[src/rtl/dfd_unpack_pkg.sv]
// Shared configuration, entry type and ring-pointer arithmetic for the
// DFD trace unpack FIFO and its gather network.
package dfd_unpack_pkg;

    localparam int NUM_IN    = 4;
    localparam int NUM_OUT   = 8;
    localparam int DATA_SIZE = 10;
    localparam int DEPTH     = 16;   // power of 2, >= NUM_IN + NUM_OUT

    localparam int PTR_W     = $clog2(DEPTH);
    localparam int OCC_W     = $clog2(DEPTH + 1);
    localparam int IN_CNT_W  = $clog2(NUM_IN + 1);
    localparam int OUT_CNT_W = $clog2(NUM_OUT + 1);
    localparam int LANE_W    = $clog2(NUM_IN);

    typedef logic [DATA_SIZE-1:0] entry_t;

    // DEPTH is a power of 2, so dropping the carry out of PTR_W is the mod.
    function automatic logic [PTR_W-1:0] ptr_add(input logic [PTR_W-1:0] ptr,
                                                 input logic [OCC_W-1:0] inc);
        logic [OCC_W-1:0] sum;
        sum = OCC_W'(ptr) + inc;
        return sum[PTR_W-1:0];
    endfunction

endpackage

[src/rtl/ring_gather.sv]
// Right-rotates the ring by rd_ptr so the oldest entry lands on lane 0;
// lanes at or above rd_avail are forced to zero.
module ring_gather
    import dfd_unpack_pkg::*;
(
    input  entry_t [DEPTH-1:0]     ring,
    input  logic   [PTR_W-1:0]     rd_ptr,
    input  logic   [OUT_CNT_W-1:0] rd_avail,
    output entry_t [NUM_OUT-1:0]   lanes
);

    // NOTE: every variable written in always_comb gets a default first so no
    // path through the block can leave it unassigned and infer a latch.
    always_comb begin
        lanes = '0;
        for (int j = 0; j < NUM_OUT; j++) begin
            if (OUT_CNT_W'(j) < rd_avail) begin
                lanes[j] = ring[ptr_add(rd_ptr, OCC_W'(j))];
            end
        end
    end

endmodule

[src/rtl/lane_unpack_fifo.sv]
// Variable-count circular entry buffer: scatters up to NUM_IN entries per cycle
// into the ring and presents up to NUM_OUT oldest entries lane-0-aligned.
module lane_unpack_fifo
    import dfd_unpack_pkg::*;
(
    input  logic                   clk,
    input  logic                   reset_n,
    input  logic                   flush,
    input  logic                   wr_valid,
    output logic                   wr_ready,
    input  logic   [IN_CNT_W-1:0]  wr_cnt,
    input  entry_t [NUM_IN-1:0]    wr_data,
    output entry_t [NUM_OUT-1:0]   rd_data,
    output logic   [OUT_CNT_W-1:0] rd_avail,
    input  logic   [OUT_CNT_W-1:0] rd_pop_cnt,
    output logic   [OCC_W-1:0]     occupancy,
    output logic                   err
);

    logic   [PTR_W-1:0] wr_ptr_q, wr_ptr_d;
    logic   [PTR_W-1:0] rd_ptr_q, rd_ptr_d;
    logic   [OCC_W-1:0] occ_q, occ_d;
    logic               err_q, err_d;
    entry_t [DEPTH-1:0] ring_q, ring_d;

    logic               cnt_ok, push_bad, pop_bad, push_fire, pop_fire;
    logic   [OCC_W-1:0] push_cnt, pop_cnt, free_cnt;
    logic   [PTR_W-1:0] offset;

    // Status depends on registered occupancy only: no input-to-output path.
    assign free_cnt  = OCC_W'(DEPTH) - occ_q;
    assign wr_ready  = free_cnt >= OCC_W'(NUM_IN);
    assign rd_avail  = (occ_q >= OCC_W'(NUM_OUT)) ? OUT_CNT_W'(NUM_OUT)
                                                  : occ_q[OUT_CNT_W-1:0];
    assign occupancy = occ_q;
    assign err       = err_q;

    always_comb begin
        cnt_ok    = (wr_cnt != '0) && (wr_cnt <= IN_CNT_W'(NUM_IN));
        push_bad  = wr_valid && !cnt_ok;
        pop_bad   = rd_pop_cnt > rd_avail;
        push_fire = wr_valid && wr_ready && cnt_ok && !flush;
        pop_fire  = !pop_bad && !flush;
        push_cnt  = push_fire ? OCC_W'(wr_cnt) : '0;
        pop_cnt   = pop_fire ? OCC_W'(rd_pop_cnt) : '0;

        wr_ptr_d  = ptr_add(wr_ptr_q, push_cnt);
        rd_ptr_d  = ptr_add(rd_ptr_q, pop_cnt);
        occ_d     = occ_q + push_cnt - pop_cnt;
        err_d     = !flush && (push_bad || pop_bad);

        if (flush) begin
            wr_ptr_d = '0;
            rd_ptr_d = '0;
            occ_d    = '0;
        end
    end

    // Scatter: entry e takes lane (e - wr_ptr) mod DEPTH when that lane is valid.
    always_comb begin
        ring_d = ring_q;
        offset = '0;
        for (int e = 0; e < DEPTH; e++) begin
            offset = PTR_W'(e) - wr_ptr_q;
            if (push_fire && (offset < PTR_W'(wr_cnt))) begin
                ring_d[e] = wr_data[offset[LANE_W-1:0]];
            end
        end
    end

    // NOTE: state flops use non-blocking assignment so every flop samples the
    // pre-edge values regardless of statement order.
    always_ff @(posedge clk or negedge reset_n) begin
        if (!reset_n) begin
            wr_ptr_q <= '0;
            rd_ptr_q <= '0;
            occ_q    <= '0;
            err_q    <= 1'b0;
        end else begin
            wr_ptr_q <= wr_ptr_d;
            rd_ptr_q <= rd_ptr_d;
            occ_q    <= occ_d;
            err_q    <= err_d;
        end
    end

    // NOTE: ring storage is deliberately not reset; unread entries are masked
    // off by rd_avail, so clearing them would only add reset fan-out.
    always_ff @(posedge clk) begin
        ring_q <= ring_d;
    end

    ring_gather u_gather (
        .ring     (ring_q),
        .rd_ptr   (rd_ptr_q),
        .rd_avail (rd_avail),
        .lanes    (rd_data)
    );

endmodule

[config.mk]
export PLATFORM = sky130hd
export DESIGN_NAME = lane_unpack_fifo
export DESIGN_NICKNAME = d
export VERILOG_FILES = /design/src/rtl/dfd_unpack_pkg.sv /design/src/rtl/ring_gather.sv /design/src/rtl/lane_unpack_fifo.sv
export SDC_FILE = /design/constraint.sdc
export NUM_CORES = 1
export LEC_CHECK = 0
export ABC_AREA = 0
export BUFFER_PORTS_ARGS = -buffer_cell sky130_fd_sc_hd__buf_2
export CAP_MARGIN = 20
export CORE_AREA = 4 4 242 126
export CTS_BUF_LIST = sky130_fd_sc_hd__clkbuf_8 sky130_fd_sc_hd__clkbuf_16
export DETAILED_ROUTE_END_ITERATION = 10
export DIE_AREA = 0 0 246 130
export PLACE_DENSITY = 0.8
export SLEW_MARGIN = 15
export SYNTH_ARGS = -nofsm -noshare
export SYNTH_HDL_FRONTEND = slang
export SYNTH_SLANG_ARGS = --single-unit
[constraint.sdc]
create_clock -name clk -period 4.2 [get_ports clk]
set_clock_uncertainty 0.1 [all_clocks]
set_input_delay 0.42 -clock clk [delete_from_list [all_inputs] [get_ports clk]]
set_output_delay 0.42 -clock clk [all_outputs]
set_load 0.02 [all_outputs]
==> flow_summary.ini <==
[setup_path]
worstPathArrival_ns = 3.56
cp_slowest_stage_delay_ns = 0.71
cp-start-kind = register
crit_required_ns = 3.68
setup.worst_path.end_class = primary output
path_cells = inv_1 > buf_4 > ha_1 > nand2_1 > nand2_1 > xor2_2 > buf_4 > a211oi_1 > a211oi_1 > buf_2
cp_max_fo = 13
slowest_stage = dfrtp_1
crit_type = register to primary output
timing.critical_path.buf_inv = 4
critPathTopFamily = buffers and inverters

[pwr]
power_leakage_nw = 5.462
ir_worst_vdd_uv = 505.4
power_mw = 12.09
power_density_nw_per_um2 = 761.7

[clocking]
clockBufferDepth = 2
post_cts_buffers = 0
cts_tree = yes
path_clk_slew_ns = 0.07
root_buffer = clkbuf_16
clock_sinks = 174
htree_levels = 4
cts-buffers-inserted = 17
clock_latency_ns = 0.45

[finish]
nFillCells = 2199
drive_above_1_share_pct = 49.26
ff_latch_area_um2 = 5165
area_growth_syn_to_layout_pct = 13.76
antenna_cells = 0
multi_input_area_um2 = 8446
nets = 1094

[grt]
antenna_found_initial = 0
grt_pass1_vias = 9773
grt_max_degree = 87
grtUsageTotal_pct = 28.29
grt_pass1_wl_mm = 65.16
overflow = 0

[drt]
firstDrtPassIters = 6
drt-total-wl_mm = 44.45
via_per_inst = 7.265
vias = 10190
ant_nets = 0
post-route-drc-count = 0
drt_iter0_markers = 1885
wire_per_inst_um = 31.70

[placed_design]
portBuffers = 141
hpwl_mm = 32.29
finalWeightedCongestion = 0.9312

[timing]
hold_viol_final = 0
fin_crit_sh_pct = 97.20
min_period_ns = 4.082
slew_headroom_pct = 20.64
setup_viol = 0
rsz0062_at_grt = false
fmax_ghz = 0.2450
tightest_slew_ns = 1.187
slew_violations = 0
setup_tns_ns = 0

[synth]
postSynthAreaPerCell_um2 = 16.17
netlist_area_um2 = 13960
yosys.area.top_type = mux4_2
synth_top_family_by_area = multiplexers
ys_seq_area_share_pct = 36.93
yosys.cell_types.count = 41
synthFlopType = edfxtp_1
synth_xor_area_share_pct = 2.071
synth_seq_cells = 174
synth_nets = 959
synth_edf_count = 160
synthSimpleGateAreaFrac_pct = 6.239
yosys-top-cells-area = mux4_2 (42%), edfxtp_1 (34%), ha_1 (3.6%)
syn_inst = 863
synth_mux_area_share_pct = 43.38
yosys.area_share.adder_pct = 4.303
synth_top_area_share_pct = 41.95
synthArstFlopShare_pct = 8.046
synth-compound-area-share_pct = 3.854
yosysWarnings = 0

[flow_run]
max_cap_violations = 0

[die]
start_util_pct = 49.04
ios = 142
die_height_um = 130
core_area_um2 = 28460
die_w_um = 246
dieArea_um2 = 31980
rows = 44

[min_path]
min_path_type = input port to register

[status]
status = completed
## through the flow
step | hold slack [ns] | setup slack [ns] | area, um2 | std cells | utilization, %
final | 0.1288 | 0.1176 | 15880 | 1402 | 55.79
after global routing | 0.1365 | 0.04815 | 15880 | 1402 | 55.79
after CTS | 0.1189 | 0.2349 | 15880 | 1402 | 55.79
after detailed placement | 0.2384 | 0.3135 | 15310 | 1369 | 53.78
after global placement | 0.2310 | 0.4056 | 15310 | 1369 | 53.78
after floorplan | 0.02441 | 0.2160 | 13960 | 863 | -
## Yosys cell counts, drive strengths merged (2+ instances only)
cell type / n
xnor2: 15
nand3: 2
a21o: 6
and3: 5
nor3b: 2
nor2b: 79
nand4: 2
and2: 18
xor2: 12
dfrtp: 14
ha: 40
nor2: 21
mux2i: 20
edfxtp: 160
inv: 30
mux4: 260
buf: 43
a21oi: 20
clkbuf: 30
o21ai: 4
a211oi: 43
nand2: 20
fa: 5
## tightest hold or removal path, cell delays in order
cell,delay (ns)
buf_2,0.08
a21oi_1,0.05
nor2_1,0.08
## where the power goes
| part | leakage (nW) | switching, mW | total (mW) | internal [mW] |
|---|---|---|---|---|
| combinational | 3.55 | 4.75 | 8.39 | 3.64 |
| clock | 0.290 | 0.685 | 1.51 | 0.827 |
| sequential | 1.63 | 0.157 | 2.19 | 2.03 |
## path summary, 6_finish.rpt
kind	slack, ns	from	cells past startpoint	endpoint
max	0.12	rd_ptr_q[2]	10	rd_data[75]
min	0.13	wr_valid	3	err
max reg2reg	0.23	occupancy[1]	12	occupancy[4]
min reg2reg	0.66	occupancy[4]	3	occupancy[4]
max in group asynchronous	3.42	reset_n	2	rd_ptr_q[1]
min in group asynchronous	0.31	reset_n	2	err
## per-layer routing
layer  track usage [%]  routed length (um)
met1             40.10               16300
met2             41.04               19310
met3             10.39                7386
met4             9.297                1363
met5             1.618                  79
## registers in the layout, summed over array words and instances, names as in the netlist
name,count
err,1
occupancy,5
wr_ptr_q,4
rd_ptr_q,4
ring_q,160
## area by class of cell
cell class              instances  area share, %
well taps                     391          3.081
repair buffers                189          6.966
flip-flops and latches        174          32.53
multi-input cells             586          53.19
clock buffers                  20          3.010
inverters                      30         0.7092
clock inverters                12         0.5201
## cell usage in the layout, fill, tap and decap left out, types with 20 or more instances in the layout
cell	instances
mux4_2	260
edfxtp_1	160
buf_2	141
nor2b_1	79
buf_4	44
a211oi_1	43
ha_1	39
inv_1	31
nor2_1	20
nand2_1	20
mux2i_1	20
a21oi_1	20
## cell families (layout without fill, tap and decap cells)
| kind of cell | after synthesis | after routing |
|---|---|---|
| mux | 280 | 280 |
| flops | 174 | 174 |
| simple gates | 155 | 155 |
| buf+inv | 103 | 251 |
| compound gates | 79 | 79 |
| fa+ha+maj | 45 | 45 |
| xor+xnor | 27 | 27 |
## repair_timing
action                    in CTS  in global routing
hold endpoints to repair      14                  0
resized for setup              0                  0
hold buffers                   1                  0
Note: power is estimated with default switching activity, not from simulation.
